[config.mk]
export PLATFORM = sky130hd
export DESIGN_NAME = chunked_adder
export DESIGN_NICKNAME = d
export VERILOG_FILES = /design/src/rtl/chunked_adder_pkg.sv /design/src/rtl/ripple_carry_adder.sv /design/src/rtl/chunked_adder.sv
export SDC_FILE = /design/constraint.sdc
export NUM_CORES = 1
export LEC_CHECK = 0
export ABC_AREA = 1
export CELL_PAD_IN_SITES_DETAIL_PLACEMENT = 0
export CELL_PAD_IN_SITES_GLOBAL_PLACEMENT = 1
export CORE_MARGIN = 4
export CORE_UTILIZATION = 37
export DETAILED_ROUTE_END_ITERATION = 8
export GPL_TIMING_DRIVEN = 0
export PLACE_DENSITY_LB_ADDON = 0.1
export SLEW_MARGIN = 10
export SYNTH_ARGS = -nofsm -noshare
export SYNTH_HDL_FRONTEND = slang
export SYNTH_SLANG_ARGS = --single-unit
[constraint.sdc]
create_clock -name clk -period 3.65 [get_ports clk]
set_clock_uncertainty 0.1 [all_clocks]
set_input_delay 0.365 -clock clk [delete_from_list [all_inputs] [get_ports clk]]
set_output_delay 0.365 -clock clk [all_outputs]
set_load 0.02 [all_outputs]
[src/rtl/chunked_adder_pkg.sv]
// Shared definitions for the chunked (multi-cycle) wide adder:
// FSM state encoding, default geometry and the chunk-counter width.
package chunked_adder_pkg;

    // Default chunk width and chunk count; W = bw * nchunk.
    localparam int bw_default     = 4;
    localparam int nchunk_default = 4;

    // Width of a counter that indexes chunks 0 .. n-1 (at least one bit).
    function automatic int counter_width(input int n);
        return (n > 1) ? $clog2(n) : 1;
    endfunction

    localparam int kw_default = counter_width(nchunk_default);

    typedef enum logic [1:0] {
        IDLE = 2'd0,
        RUN  = 2'd1,
        DONE = 2'd2
    } state_t;

endpackage

[src/rtl/ripple_carry_adder.sv]
// Combinational bw-bit ripple-carry adder. Bit 1 is the LSB so that a
// chunk lifted straight out of a [W:1] operand lines up bit for bit.
module ripple_carry_adder #(
    parameter int bw = 4
) (
    input  logic [bw:1] a,
    input  logic [bw:1] b,
    input  logic        cin,
    output logic [bw:1] sum,
    output logic        cout
);

    logic c;

    // Ripple the carry from bit 1 up to bit bw.
    always_comb begin
        // NOTE: every variable written here gets a default first, so no path leaves it unassigned and no latch is inferred.
        sum = '0;
        c   = cin;
        for (int i = 1; i <= bw; i++) begin
            sum[i] = a[i] ^ b[i] ^ c;
            c      = (a[i] & b[i]) | (c & (a[i] ^ b[i]));
        end
        cout = c;
    end

endmodule

[src/rtl/chunked_adder.sv]
// Multi-cycle wide adder: adds two W-bit operands one bw-bit chunk per
// clock through a single ripple_carry_adder. The inter-chunk carry lives
// in a register, so the critical path is one chunk ripple regardless of W.
module chunked_adder
    import chunked_adder_pkg::*;
#(
    parameter int bw     = bw_default,
    parameter int nchunk = nchunk_default
) (
    input  logic                 clk,
    input  logic                 rst,
    input  logic                 start,
    input  logic [bw*nchunk:1]   A,
    input  logic [bw*nchunk:1]   B,
    input  logic                 cin,
    output logic                 busy,
    output logic                 done,
    output logic [bw*nchunk:1]   sum,
    output logic                 cout,
    output logic                 ovf
);

    localparam int w  = bw * nchunk;
    localparam int kw = counter_width(nchunk);
    localparam logic [kw-1:0] k_last = kw'(nchunk - 1);

    state_t          state_q, state_d;
    logic [w:1]      a_q, b_q, sum_q;
    logic            carry_q, cout_q, ovf_q;
    logic [kw-1:0]   k_q;

    logic            accept;
    logic            last_chunk;
    int              base;
    logic [bw:1]     a_chunk, b_chunk, add_sum;
    logic            add_cout;

    // A new start is taken whenever no addition is in flight.
    assign accept     = start && (state_q != RUN);
    assign last_chunk = (k_q == k_last);

    // Select chunk k of the latched operands; base is the chunk's lowest bit.
    always_comb begin
        base    = int'(k_q) * bw + 1;
        a_chunk = a_q[base +: bw];
        b_chunk = b_q[base +: bw];
    end

    ripple_carry_adder #(
        .bw(bw)
    ) u_rca (
        .a    (a_chunk),
        .b    (b_chunk),
        .cin  (carry_q),
        .sum  (add_sum),
        .cout (add_cout)
    );

    // State register.
    always_ff @(posedge clk or posedge rst) begin
        // NOTE: sequential state uses non-blocking assignments so every register samples pre-edge values.
        if (rst) state_q <= IDLE;
        else     state_q <= state_d;
    end

    // Next-state and status outputs.
    always_comb begin
        state_d = state_q;
        busy    = 1'b0;
        done    = 1'b0;
        unique case (state_q)
            IDLE: if (start) state_d = RUN;
            RUN: begin
                busy = 1'b1;
                if (last_chunk) state_d = DONE;
            end
            DONE: begin
                done    = 1'b1;
                state_d = start ? RUN : IDLE;
            end
            default: state_d = IDLE;
        endcase
    end

    // Operand latch, carry chain, chunk counter and result registers.
    always_ff @(posedge clk or posedge rst) begin
        if (rst) begin
            a_q     <= '0;
            b_q     <= '0;
            carry_q <= 1'b0;
            k_q     <= '0;
            sum_q   <= '0;
            cout_q  <= 1'b0;
            ovf_q   <= 1'b0;
        end else if (accept) begin
            a_q     <= A;
            b_q     <= B;
            carry_q <= cin;
            k_q     <= '0;
            sum_q   <= '0;
            cout_q  <= 1'b0;
            ovf_q   <= 1'b0;
        end else if (state_q == RUN) begin
            sum_q[base +: bw] <= add_sum;
            carry_q           <= add_cout;
            if (last_chunk) begin
                k_q    <= '0;
                cout_q <= add_cout;
                // Overflow is carry-out XOR carry into the MSB; the latter is
                // recovered from the MSB operand bits and the new sum bit.
                ovf_q  <= add_cout ^ (a_q[w] ^ b_q[w] ^ add_sum[bw]);
            end else begin
                k_q <= k_q + kw'(1);
            end
        end
    end

    assign sum  = sum_q;
    assign cout = cout_q;
    assign ovf  = ovf_q;

endmodule

==> metrics.txt <==
largest net degree at the start of global routing=31; Worst setup EP type=flip-flop; final setup fails=0; Std-Cell Rows=30; worst rel slew slack=0.617; Vias=2,283; Combinational Power Share=0.568; WL/cell=12.2 um; Total Routing Usage GR=0.148; Max H-tree Level=2; Seq/Total Area, Yosys=0.506; Synth Area per Inst=7.81 um^2; CORE AREA=6980 um^2; Peak VDD IR=0.303 mV; P_sw=0.00145 W; CTS tree=yes; Leakage=1.78 nW; fin crit share=0.906; flop2flop setup slack=340 ps; P&R area growth vs syn=29.1%; Detailed Routing Iterations Pass 1=4; Chip Height=93.7 um; # DRC=0; switching share of power=0.454; CTS hold repair buffers=0; Sequential Power Share=0.316; clock buffer depth=2; die width=93.7 um; Hold/Removal Path Class=input pin to asynchronous set/reset pin; fraction of layout cells with a size suffix above 1=0.0874; Iteration-0 DRC Markers=80; Pint=0.00174 W; CP max FO=10; HPWL Detailed=4740 um; power per cell area=909 nW/um^2; max cap viols=0; Final Max Slew Viols=0; first-pass GRT wire length=10,300 um; FILL cells=725; dpl ws=212 ps; CTS root buf=clkbuf_8; CTS sink cnt=55; CTS resizes=0; Yosys cell types=22; io pins=56; diode count=0; minimum clock period=3310 ps; RSZ-0062 raised after global routing=no; CP Data Arrival Time=3410 ps; grt ovf=0; post-route ant nets=0; clock latency on the worst-skew pair=310 ps; WL final=6180 um; YS warnings=0; initial antenna violation count=0; top cell type's share of synthesized area=0.506; Synth Instances=348; Fin. Hold Viols=0; vias per cell=4.49; number of I/O port buffers=55; WP data required=3760 ps; Worst setup SP type=flip-flop; total CTS buffers=5; CP Class=flip-flop to flip-flop; Placer Congestion=0.767; setup_tns=0 ps; Synth Cell Area=2720 um^2; Final WS setup=342 ps; Mapped Nets=392; run status=complete, no violations; post-CTS setup buffer count=0; nets=455; f_max=302 MHz; flop and latch count out of synthesis=55; vias in the first global route=2,189; effective utilization at floorplan=0.389; Synth area leader=dfrtp_1; Slew @ Worst Pin=574 ps; Worst-path clk slew=100 ps; clock share of power=0.116; Die Area=8780 um^2; largest cells by area after synthesis=dfrtp_1, nand2_1, o21ai_0
layout make-up:
class                           count  area (um^2)  area share
Timing Repair Buffer               56          571       0.163
Sequential cell                    55         1380       0.392
Tap cell                           96          120      0.0342
Clock buffer                        8          100      0.0285
Multi-Input combinational cell    251         1140       0.325
Buffer                             12         87.6      0.0250
Inverter                           30          115      0.0328
path summary, 6_finish.rpt:
| kind | startpoint | to | cells after the start |
|---|---|---|---|
| worst max register to register | k_q[0]$_DFFE_PP0P_ | ovf$_DFFE_PP0P_ | 16 |
| worst max-delay path | k_q[0]$_DFFE_PP0P_ | ovf$_DFFE_PP0P_ | 16 |
| worst min-delay path | rst | sum[4]$_DFFE_PP0P_ | 2 |
| worst min register to register | sum[6]$_DFFE_PP0P_ | sum[6]$_DFFE_PP0P_ | 2 |
| min in group clk | sum[6]$_DFFE_PP0P_ | sum[6]$_DFFE_PP0P_ | 2 |
| max in group asynchronous | rst | a_q[16]$_DFFE_PP0P_ | 3 |
power by group through the flow:
stage	clock, W	sequential (W)	combinational [W]
final	0.000369	0.00101	0.00181
after global routing	0.000409	0.00105	0.00208
after CTS	0.000376	0.00101	0.00184
after detailed placement	0	0.00102	0.00184
after global placement	0	0.00102	0.00182
after floorplan	0	0.00106	0.00122
sequential cells by signal (all words and copies together) (netlist names):
signal,count
state_q,2
b_q,16
carry_q,1
a_q,16
k_q,2
sum,16
cout,1
ovf,1
routing by layer:
layer  vias up  GRT usage  wire length (um)  part of all wire
met5         -          0                 0                 0
met4         0     0.0397                78             0.013
met3         7     0.0329               287             0.046
met2        53      0.244              2940              0.48
met1      1041      0.198              2870              0.47
li1       1182          -                 -                 -
synth_stat cells:
library cell,number
o22ai_1,2
inv_1,25
inv_4,1
clkbuf_1,1
or2_2,2
fa_1,4
inv_2,4
o21ai_0,24
ha_1,4
nand2_4,2
nor2_4,2
nand3_1,10
buf_6,4
nand2_2,2
a21oi_1,2
dfrtp_1,55
buf_4,1
nor2_2,1
o21ai_2,1
buf_2,6
nor2_1,20
nand2_1,175
logic make-up after synthesis:
| logic type | synth area share |
|---|---|
| flops | 0.506 |
| fa+ha+maj | 0.0479 |
| buf+inv | 0.0741 |
| simple gates | 0.316 |
| compound gates | 0.0557 |
per-stage QoR:
stage | utilization | hold slack (ps) | power (W) | cells | instance area [um^2]
global route | 0.503 | 391 | 0.00353 | 508 | 3510
finish | 0.503 | 330 | 0.00319 | 508 | 3510
floorplan | - | 344 | 0.00228 | 348 | 2720
CTS | 0.503 | 350 | 0.00323 | 508 | 3510
global placement | 0.485 | 354 | 0.00283 | 499 | 3390
detailed placement | 0.488 | 358 | 0.00286 | 500 | 3410
placed cells by master, fill, tap and decap left out:
master / instances
a21oi_1: 2
buf_12: 1
buf_2: 6
buf_4: 1
buf_6: 4
clkbuf_1: 1
clkbuf_2: 1
clkbuf_8: 7
clkdlybuf4s50_1: 55
dfrtp_1: 55
fa_1: 4
ha_1: 4
inv_1: 24
inv_2: 5
inv_4: 1
nand2_1: 175
nand2_2: 2
nand2_4: 2
nand3_1: 10
nor2_1: 20
nor2_2: 1
nor2_4: 2
o21ai_0: 24
o21ai_2: 1
o22ai_1: 2
or2_2: 2
critical path: stages, from the launching register on:
cell     delay (ps)
dfrtp_1         410
buf_2           260
buf_2           270
nand2_1          70
nand3_1          90
nand2_1          80
fa_1            410
fa_1            370
inv_1            80
fa_1            200
fa_1            490
inv_1           100
nand2_1          50
nand2_1          60
nand2_1          50
nand3_1          70
nand2_1          40
No activity file was read; power rests on OpenSTA's default activity.
